--- src/rtl/execute_stage_pkg.sv ---
// Shared execute-stage types: ALU op codes, forward selects, pipeline register layouts.
package execute_stage_pkg;

  localparam int XLEN = 32;
  localparam int RW   = 5;

  // ALU op codes, shared with the ALU control decoder
  typedef enum logic [3:0] {
    ALU_AND = 4'b0000,
    ALU_OR  = 4'b0001,
    ALU_ADD = 4'b0010,
    ALU_SLL = 4'b0100,
    ALU_SRA = 4'b0101,
    ALU_SUB = 4'b0110,
    ALU_SLT = 4'b0111,
    ALU_SRL = 4'b1000,
    ALU_LUI = 4'b1001,
    ALU_NOR = 4'b1100,
    ALU_XOR = 4'b1101
  } alu_op_e;

  // Operand forward selects; 2'b11 falls back to the register value
  typedef enum logic [1:0] {
    FWD_REG = 2'b00,
    FWD_WB  = 2'b01,
    FWD_MEM = 2'b10
  } fwd_sel_e;

  typedef struct packed {
    logic [3:0]      alu_instr;
    logic [XLEN-1:0] rd1;
    logic [XLEN-1:0] rd2;
    logic [XLEN-1:0] sign_imm;
    logic [RW-1:0]   shamt;
    logic [RW-1:0]   rs;
    logic [RW-1:0]   rt;
    logic [RW-1:0]   rd;
    logic            alusrc;
    logic            regdst;
    logic            regwrite;
    logic            memwrite;
    logic            memtoreg;
  } id_ex_t;

  typedef struct packed {
    logic [XLEN-1:0] alu_out;
    logic [XLEN-1:0] write_data;
    logic [RW-1:0]   write_reg;
    logic            regwrite;
    logic            memwrite;
    logic            memtoreg;
    logic            illegal;
  } ex_mem_t;

  // Shift ops take their operand from the forwarded rt value, never the immediate
  function automatic logic is_shift(input logic [3:0] op);
    return (op == ALU_SLL) || (op == ALU_SRL) || (op == ALU_SRA);
  endfunction

endpackage

--- src/rtl/execute_stage_alu_core.sv ---
// Combinational ALU; unknown op codes give 0 and flag illegal.
module alu_core
  import execute_stage_pkg::*;
(
  input  logic [XLEN-1:0] src_a,
  input  logic [XLEN-1:0] src_b,
  input  logic [RW-1:0]   shamt,
  input  logic [3:0]      op,
  output logic [XLEN-1:0] result,
  output logic            illegal
);

  // Decode op and compute result; arithmetic wraps, no overflow trap
  always_comb begin
    result  = '0;
    illegal = 1'b0;
    case (op)
      ALU_AND: result = src_a & src_b;
      ALU_OR:  result = src_a | src_b;
      ALU_ADD: result = src_a + src_b;
      ALU_SUB: result = src_a - src_b;
      ALU_NOR: result = ~(src_a | src_b);
      ALU_XOR: result = src_a ^ src_b;
      ALU_SLT: result = {{(XLEN-1){1'b0}}, ($signed(src_a) < $signed(src_b))};
      ALU_SLL: result = src_b << shamt;
      ALU_SRL: result = src_b >> shamt;
      ALU_SRA: result = $unsigned($signed(src_b) >>> shamt);
      ALU_LUI: result = {src_b[15:0], 16'h0000};
      default: illegal = 1'b1;
    endcase
  end

endmodule

--- src/rtl/execute_stage.sv ---
// Execute stage: ID/EX register, operand forwarding, ALU, EX/MEM register.
module execute_stage
  import execute_stage_pkg::*;
(
  input  logic            clk,
  input  logic            rst_n,
  input  logic [3:0]      ALU_Instruction_D,
  input  logic [XLEN-1:0] RD1_D,
  input  logic [XLEN-1:0] RD2_D,
  input  logic [XLEN-1:0] SignImm_D,
  input  logic [RW-1:0]   Shamt_D,
  input  logic [RW-1:0]   Rs_D,
  input  logic [RW-1:0]   Rt_D,
  input  logic [RW-1:0]   Rd_D,
  input  logic            ALUSrc_D,
  input  logic            RegDst_D,
  input  logic            RegWrite_D,
  input  logic            MemWrite_D,
  input  logic            MemtoReg_D,
  input  logic            Stall_E,
  input  logic            Flush_E,
  input  logic [1:0]      ForwardA_E,
  input  logic [1:0]      ForwardB_E,
  input  logic [XLEN-1:0] Result_W,
  output logic [RW-1:0]   Rs_E,
  output logic [RW-1:0]   Rt_E,
  output logic [RW-1:0]   WriteReg_E,
  output logic            RegWrite_E,
  output logic            MemtoReg_E,
  output logic [XLEN-1:0] ALUOut_M,
  output logic [XLEN-1:0] WriteData_M,
  output logic [RW-1:0]   WriteReg_M,
  output logic            RegWrite_M,
  output logic            MemWrite_M,
  output logic            MemtoReg_M,
  output logic            Illegal_M
);

  id_ex_t          id_ex_d, id_ex_q;
  ex_mem_t         ex_mem_d, ex_mem_q;
  logic [XLEN-1:0] src_a, src_b, alu_b, write_data_e, alu_res;
  logic [RW-1:0]   write_reg_e;
  logic            alu_illegal;

  // Pack decode inputs; a flush turns the instruction into a no-write bubble
  always_comb begin
    id_ex_d           = '0;
    id_ex_d.alu_instr = ALU_Instruction_D;
    id_ex_d.rd1       = RD1_D;
    id_ex_d.rd2       = RD2_D;
    id_ex_d.sign_imm  = SignImm_D;
    id_ex_d.shamt     = Shamt_D;
    id_ex_d.rs        = Rs_D;
    id_ex_d.rt        = Rt_D;
    id_ex_d.rd        = Rd_D;
    id_ex_d.alusrc    = ALUSrc_D;
    id_ex_d.regdst    = RegDst_D;
    id_ex_d.regwrite  = RegWrite_D & ~Flush_E;
    id_ex_d.memwrite  = MemWrite_D & ~Flush_E;
    id_ex_d.memtoreg  = MemtoReg_D & ~Flush_E;
  end

  // ID/EX register: stall holds (and beats flush), reset clears everything
  always_ff @(posedge clk) begin
    if (!rst_n)        id_ex_q <= '0;
    else if (!Stall_E) id_ex_q <= id_ex_d;
  end

  // Operand forwarding; the MEM source is the EX/MEM register, so no comb loop
  always_comb begin
    case (ForwardA_E)
      FWD_WB:  src_a = Result_W;
      FWD_MEM: src_a = ex_mem_q.alu_out;
      default: src_a = id_ex_q.rd1;
    endcase
    case (ForwardB_E)
      FWD_WB:  write_data_e = Result_W;
      FWD_MEM: write_data_e = ex_mem_q.alu_out;
      default: write_data_e = id_ex_q.rd2;
    endcase
  end

  assign src_b       = id_ex_q.alusrc ? id_ex_q.sign_imm : write_data_e;
  // Shifts always act on the rt value even if ALUSrc was set
  assign alu_b       = is_shift(id_ex_q.alu_instr) ? write_data_e : src_b;
  assign write_reg_e = id_ex_q.regdst ? id_ex_q.rd : id_ex_q.rt;

  alu_core u_alu (
    .src_a   (src_a),
    .src_b   (alu_b),
    .shamt   (id_ex_q.shamt),
    .op      (id_ex_q.alu_instr),
    .result  (alu_res),
    .illegal (alu_illegal)
  );

  // Build EX/MEM payload; an illegal op may not write anything
  always_comb begin
    ex_mem_d            = '0;
    ex_mem_d.alu_out    = alu_res;
    ex_mem_d.write_data = write_data_e;
    ex_mem_d.write_reg  = write_reg_e;
    ex_mem_d.regwrite   = id_ex_q.regwrite & ~alu_illegal;
    ex_mem_d.memwrite   = id_ex_q.memwrite & ~alu_illegal;
    ex_mem_d.memtoreg   = id_ex_q.memtoreg;
    ex_mem_d.illegal    = alu_illegal;
  end

  // EX/MEM register: a stall inserts an all-zero bubble behind the held instruction
  always_ff @(posedge clk) begin
    if (!rst_n || Stall_E) ex_mem_q <= '0;
    else                   ex_mem_q <= ex_mem_d;
  end

  assign Rs_E        = id_ex_q.rs;
  assign Rt_E        = id_ex_q.rt;
  assign WriteReg_E  = write_reg_e;
  assign RegWrite_E  = id_ex_q.regwrite;
  assign MemtoReg_E  = id_ex_q.memtoreg;
  assign ALUOut_M    = ex_mem_q.alu_out;
  assign WriteData_M = ex_mem_q.write_data;
  assign WriteReg_M  = ex_mem_q.write_reg;
  assign RegWrite_M  = ex_mem_q.regwrite;
  assign MemWrite_M  = ex_mem_q.memwrite;
  assign MemtoReg_M  = ex_mem_q.memtoreg;
  assign Illegal_M   = ex_mem_q.illegal;

endmodule

--- config.mk ---
export PLATFORM = sky130hd
export DESIGN_NAME = execute_stage
export DESIGN_NICKNAME = d
export VERILOG_FILES = /design/src/rtl/execute_stage_pkg.sv /design/src/rtl/execute_stage_alu_core.sv /design/src/rtl/execute_stage.sv
export SDC_FILE = /design/constraint.sdc
export NUM_CORES = 1
export LEC_CHECK = 0
export CAP_MARGIN = 10
export CORE_UTILIZATION = 40
export CTS_BUF_LIST = sky130_fd_sc_hd__clkbuf_16
export DETAILED_ROUTE_END_ITERATION = 16
export SETUP_SLACK_MARGIN = 0.3
export SLEW_MARGIN = 20
export SYNTH_ARGS = -nofsm -noshare
export SYNTH_HDL_FRONTEND = slang
export SYNTH_SLANG_ARGS = --single-unit
--- constraint.sdc ---
create_clock -name clk -period 7.1 [get_ports clk]
set_clock_uncertainty 0.15 [all_clocks]
set_input_delay 0.71 -clock clk [delete_from_list [all_inputs] [get_ports clk]]
set_output_delay 0.71 -clock clk [all_outputs]
set_load 0.1 [all_outputs]
==> reports/qor.yml, run 1 <==
placed_area_mm2: 0.02105
ys_seq_area_frac: 0.2205
post_cts_buffers: 0
cts_hold_buf: 0
initial_core_util: 0.4064
antenna_found_initial: 12
clock-sinks: 198
core_mm2: 0.04422
drv_cap: 0
crit_path_cell_trace: "clkdlybuf4s50_1 > ha_1 > buf_4 > a22oi_1 > o21ai_0 > mux2_2 > inv_1 > ha_1 > or2_2 > o221ai_1 > a311oi_1 > a211oi_1 > o41ai_1 > a221oi_1 > o21ai_0 > xnor2_1 > a22oi_1 > a31oi_1"
crit_arrival_ns: 6.48
clk_latency_ns: 0.51
hold_depth: 1
ys_types: 94
netlist_area_mm2: 0.01797
dp_hpwl_um: 75940
via_count: 20440
cpMaxStageDelayCell: "ha_1"
hp-start: "id_ex_q[1]"
end_kind: "register"
htree_levels: 4
grt_first_pass_wirelength_um: 138400
drt_wl_total_um: 98460
netlist.area_leader.share: 0.2205
r2r-end: "ALUOut_M[25]"
fillers: 4352
period_share: 0.8797
start_kind: "input pin"
worst_pin_slew_ns: 1.278
gp_congestion: 1.066
fmax_mhz: 160.1
cts_tree: "built"
ios: 255
post-route-min-period_ns: 6.246
rows: 77
firstDrtPassIters: 7
syn_nets: 2574
grt_overflow: 0
cts_inserted_buffers: 17
rsz0062_at_grt: "false"
cp_max_fo: 19
synth.avg_cell_area_um2: 7.794
ys.flop_type: "dfxtp_1"
dr.first_iter.drc_count: 3226
min_to: "MemWrite_M"
final_area_mm2: 0.02168
synth_edf_count: 0
synth-seq-cells: 198
setup-tns-final_ns: 0
grt_max_degree: 83
status: "completed"
hold_viol: 0
critical_path_required_ns: 7.33
die_h_um: 214.0
cp_slowest_stage_delay_ns: 0.64
synthArstFlopShare: 0
ys_warn_count: 0
wl_per_cell_um: 32.05
maxSlewViolCount: 0
antenna_left: 0
finalNetCount: 2729
hold_class: "register to register"
port_buffers: 254
postSynthCellCount: 2306
clockBufferDepth: 2
area_delta_synth_final_pct: 20.62
power.ir.vdd_worst_uv: 152.5
clockRootBuffer: "clkbuf_16"
via_per_inst: 6.652
powerDensity_mw_per_mm2: 202.8
fin_util: 0.4903
synth_area_leaders: "dfxtp_1 22%, mux2i_1 9.5%, ha_1 7.0%, nor2b_1 5.1%, o21ai_0 4.8%"
die_x_um: 214.0
grt.total_usage: 0.4166
r2r_setup_slack_ns: 1.22
drc: 0
clk_pin_slew_ns: 0.09
drive_gt1_frac: 0.08731
critical_path_class: "input pin to register"
yosys.area.top_type: "dfxtp_1"
cts_resized: 0
ff_latch_area_mm2: 0.003969
power_leakage_nw: 8.401
grt_pass1_vias: 18990
multi_input_area_mm2: 0.01280
finalSetupViolations: 0
dieArea_mm2: 0.04579
reg2reg_depth: 15
slew_headroom: 0.1389
r2r-start: "id_ex_q[122]"
[Yosys cell counts, types with 6 or more instances]
library cell,number
a2111oi_0,6
a211o_1,8
a211oi_1,20
a21o_1,24
a21oi_1,149
a221o_1,22
a221oi_1,50
a222oi_1,6
a22oi_1,65
a311oi_1,16
a31oi_1,32
and2_1,27
and3_1,6
buf_1,37
buf_2,14
buf_4,16
clkbuf_1,124
dfxtp_1,198
ha_1,101
inv_1,93
inv_2,12
mux2_2,25
mux2i_1,170
mux4_2,29
nand2_1,201
nand2b_1,8
nand3_1,27
nor2_1,175
nor2b_1,147
nor3_1,43
nor3b_1,6
nor4_1,10
o2111ai_1,7
o211ai_1,26
o21a_1,8
o21ai_0,172
o21ai_1,7
o21bai_1,12
o221ai_1,19
o22ai_1,26
o31a_1,7
o31ai_1,14
or3_1,14
xnor2_1,24
[worst max-delay path, delay by kind of cell]
family | cells | cell delay, ns
AOI/OAI and AO/OA | 10 | 2.95
buffers and inverters | 3 | 1.07
xor gates and xnor gates | 1 | 0.15
muxes | 1 | 0.32
adders and majority gates | 2 | 0.95
and+or+nand+nor | 1 | 0.31
[per-layer routing]
metal,routed length (um),track usage,up-vias
met5,62,0,-
met4,5537,0.2177,10
met3,11470,0.1237,270
met2,41320,0.6093,1473
met1,40070,0.5494,9880
li1,-,-,8803
[kinds of logic after synthesis]
kind of cell             after synthesis  synth area share
AND/OR/NAND/NOR                      688            0.1848
flip-flops                           198            0.2205
AO/OA/AOI/OAI                        755            0.2868
XOR/XNOR                              27           0.01316
adder cells (fa/ha/maj)              103           0.07254
buffers and inverters                304           0.06906
multiplexers                         231            0.1531
[power breakdown]
part	leakage, nW	switching (mW)	total (mW)	internal (mW)
clock	0.299	0.566	1.05	0.485
combinational	6.48	1.43	2.11	0.680
sequential	1.63	0.0606	1.23	1.17
total	8.40	2.06	4.40	2.34
[registers in the layout (all words and copies together) (netlist names)]
| name | flops |
|---|---|
| WriteReg_M | 5 |
| MemWrite_M | 1 |
| WriteData_M | 32 |
| Illegal_M | 1 |
| RegWrite_M | 1 |
| Rt_E | 5 |
| RegWrite_E | 1 |
| Rs_E | 5 |
| MemtoReg_M | 1 |
| MemtoReg_E | 1 |
| id_ex_q | 113 |
| ALUOut_M | 32 |
[metrics by stage]
stage	instances	total power, mW	hold WS (ns)	setup WS [ns]
floorplan	2306	2.504	0.3035	1.532
global placement	3034	3.264	0.3182	0.6473
detailed placement	3034	3.266	0.3251	0.5677
CTS	3066	4.304	0.3368	1.053
global route	3068	4.509	0.3463	0.7072
finish	3072	4.396	0.3425	0.8542
[worst max-delay path by stage]
stage	from	to	slack, ns	cells past startpoint
after floorplan	ForwardB_E[0]	ALUOut_M[28]	1.53	20
after global placement	ForwardB_E[0]	ALUOut_M[29]	0.65	19
after detailed placement	ForwardB_E[0]	ALUOut_M[29]	0.57	19
after CTS	ForwardB_E[0]	ALUOut_M[29]	1.05	19
after global routing	ForwardB_E[1]	ALUOut_M[29]	0.71	16
final	ForwardB_E[1]	ALUOut_M[25]	0.85	18
[layout make-up]
cell class,instances,area share
antenna,6,0.0006926
clock buffer,17,0.01962
clock inverter,15,0.008946
inverter,110,0.01905
multi-input combinational,1804,0.5904
sequential,198,0.1831
tap,592,0.03417
timing repair buffer,330,0.1441
[cell usage in the layout (no fill, tap or decap), drive strengths merged, types with 16 or more instances in the layout]
master / synthesis / routed
a211oi: 21 / 21
a21o: 25 / 25
a21oi: 151 / 151
a221o: 22 / 22
a221oi: 51 / 51
a22oi: 65 / 65
a311oi: 16 / 16
a31oi: 32 / 32
and2: 27 / 27
buf: 70 / 78
clkbuf: 124 / 17
clkdlybuf4s50: 0 / 252
dfxtp: 198 / 198
ha: 101 / 101
inv: 105 / 113
mux2: 29 / 29
mux2i: 173 / 173
mux4: 29 / 29
nand2: 201 / 201
nand3: 28 / 28
nor2: 175 / 175
nor2b: 147 / 147
nor3: 43 / 43
o211ai: 26 / 26
o21ai: 179 / 179
o221ai: 19 / 19
o22ai: 31 / 31
xnor2: 24 / 24
Note: power is estimated with default switching activity, not from simulation.
==> run 2, diff against run 1 <==
- CORE_UTILIZATION: 40 -> 25
==> reports/qor.yml, run 2 (synthesized netlist as in run 1, its figures left out) <==
p_seq_frac: 0.285  # +0.005
clk_latency_ns: 0.48  # -0.03 ns
hp-start: "id_ex_q[1]"
dp_hpwl_um: 77020  # +1.4%
core_mm2: 0.07064  # +60%
grt_max_degree: 73  # -12%
drive_gt1_frac: 0.08697  # -0.0003339
critical_path_class: "register to register"
htree_levels: 4  # unchanged
cpMaxStageDelayCell: "dfxtp_1"
crit_arrival_ns: 6.52  # +0.04 ns
ios: 255  # unchanged
dr.first_iter.drc_count: 3288  # +1.9%
die_x_um: 270.1  # +26%
grt_pass1_vias: 18710  # -1.4%
clock-sinks: 198  # unchanged
initial_core_util: 0.2545  # -0.1520
grt_overflow: 0  # unchanged
finalSetupViolations: 0  # unchanged
top_register: "id_ex_q"
drv_cap: 0  # unchanged
cts_hold_buf: 0  # unchanged
r2r-end: "ALUOut_M[28]"
end_kind: "register"
rsz0062_at_grt: "false"
fin_util: 0.3126  # -0.1776
hold_depth: 1  # unchanged
cp_max_fo: 19  # unchanged
post_cts_buffers: 0  # unchanged
area_delta_synth_final_pct: 22.87
wl_per_cell_um: 29.20  # -8.9%
clockRootBuffer: "clkbuf_16"
crit_path_cell_trace: "or3b_2 > nand3_4 > mux2i_1 > buf_4 > inv_1 > ha_1 > fa_1 > a21o_1 > a211oi_1 > o31ai_1 > a311o_1 > nor3b_1 > a311o_1 > a221o_1 > or4_1 > o311a_1 > a31oi_1"
port_buffers: 254  # unchanged
clockBufferDepth: 2  # unchanged
placed_area_mm2: 0.02146  # +2.0%
reg2reg_depth: 17  # +2
final_common_cell: "clkdlybuf4s50_1"
cp.depth: 17  # -1
post-route-min-period_ns: 6.265  # +0.01952 ns
layout_common_cells: "252 x clkdlybuf4s50_1, 201 x nand2_1, 194 x dfxtp_1"
clkPwrFrac: 0.242  # +0.003
period_share: 0.8824  # +0.002749
drt_wl_total_um: 99640  # +1.2%
cts_resized: 0  # unchanged
die_h_um: 270.1  # +26%
ff_latch_area_mm2: 0.003969  # unchanged
fillers: 7582  # +74%
worst_pin_slew_ns: 1.093  # -0.1856 ns
dieArea_mm2: 0.07297  # +59%
antenna_found_initial: 4  # -8
clk_pin_slew_ns: 0.08  # about the same
antenna_left: 0  # unchanged
maxSlewViolCount: 0  # unchanged
critical_path_required_ns: 7.35  # +0.02 ns
gp_congestion: 1.065  # about the same
swShare: 0.4508  # -0.01776
drc: 0  # unchanged
rows: 97  # +26%
slew_headroom: 0.2639  # +0.1250
fin_ws_ns: 0.8347  # -0.01952 ns
powerDensity_mw_per_mm2: 198.9  # -1.9%
path_buf_inv: 2  # -1
final_area_mm2: 0.02208  # +1.9%
firstDrtPassIters: 7  # unchanged
power_leakage_nw: 8.394  # about the same
grt.total_usage: 0.2625  # -0.1541
hold_viol: 0  # unchanged
multi_input_area_mm2: 0.01281  # about the same
preCtsSetupSlack_ns: 0.6845  # +0.1168 ns
status: "completed"
start_kind: "register"
cp_slowest_stage_delay_ns: 0.78  # +0.14 ns
power.ir.vdd_worst_uv: 154.9  # +1.6%
cp_common_cell: "a311o_1"
via_per_inst: 5.864  # -12%
via_count: 20010  # -2.1%
p_sw_mw: 1.980  # -3.9%
largest_reg_flops: 113  # unchanged
r2r-start: "id_ex_q[122]"
fmax_mhz: 159.6  # -0.31%
min_to: "MemWrite_M"
grt_first_pass_wirelength_um: 139900  # +1.1%
finalNetCount: 2727  # -0.073%
setup-tns-final_ns: 0  # unchanged
intPower_mw: 2.413  # +3.3%
cts_tree: "built"
hold_class: "register to register"
combPwrFrac: 0.473  # -0.008
cts_inserted_buffers: 17  # unchanged
critPathTopFamily: "compound AO/OA/AOI/OAI gates"
r2r_setup_slack_ns: 0.83  # -0.39 ns
[run 2: cell types whose count changed in the layout (fill, tap and decap cells not counted), moves of 2 or more]
cell       delta
bufinv_16     +3
clkinv_2      +2
clkinv_8      -4
diode_2       -5
inv_12        -3
[run 2: how the worst max path moves through the flow]
stage / start / end / slack, ns
2_1_floorplan: ForwardB_E[0] / ALUOut_M[28] / 1.53
6_report: id_ex_q[122] / ALUOut_M[28] / 0.83
4_1_cts: id_ex_q[122] / ALUOut_M[28] / 0.98
5_1_grt: id_ex_q[122] / ALUOut_M[28] / 0.69
3_3_place_gp: ForwardB_E[0] / ALUOut_M[29] / 0.71
3_5_place_dp: ForwardB_E[1] / ALUOut_M[26] / 0.68
[run 2: area by class of cell]
class / count / share of cell area
Clock inverter: 15 / 0.008725
Tap cell: 940 / 0.05326
Antenna cell: 1 / 0.0001133
Sequential cell: 198 / 0.1797
Multi-Input combinational cell: 1804 / 0.5800
Timing Repair Buffer: 328 / 0.1402
Inverter: 110 / 0.01870
Clock buffer: 17 / 0.01926
[run 2: power groups by stage]
stage	combinational (mW)	sequential, mW	clock [mW]
after floorplan	1.14	1.37	0
after global placement	2.00	1.27	0
after detailed placement	1.98	1.27	0
after CTS	1.99	1.24	1.07
after global routing	2.15	1.25	1.12
final	2.08	1.25	1.06
[run 2: per-layer routing]
layer  vias up  GRT usage  share of wire
met5         -          0        0.00034
met4         6     0.1446          0.060
met3       263    0.06632           0.10
met2      1350     0.3995           0.43
met1      9617     0.3367           0.40
li1       8778          -              -
[run 2: worst register-to-register path, stage by stage, from the launching register on]
cell      delay [ns]
dfxtp_1         0.78
or3b_2          0.57
nand3_4         0.39
mux2i_1         0.28
buf_4           0.16
inv_1           0.16
ha_1            0.31
fa_1            0.49
a21o_1          0.21
a211oi_1        0.42
o31ai_1         0.21
a311o_1         0.40
nor3b_1         0.19
a311o_1         0.42
a221o_1         0.36
or4_1           0.41
o311a_1         0.13
a31oi_1         0.16
[run 2: per-stage QoR]
| stage | hold WS [ns] | total power, mW | std cells |
|---|---|---|---|
| after floorplan | 0.3035 | 2.504 | 2306 |
| after global placement | 0.3183 | 3.275 | 3380 |
| after detailed placement | 0.3235 | 3.255 | 3380 |
| after CTS | 0.3294 | 4.312 | 3412 |
| after global routing | 0.3561 | 4.520 | 3413 |
| final | 0.3317 | 4.393 | 3413 |
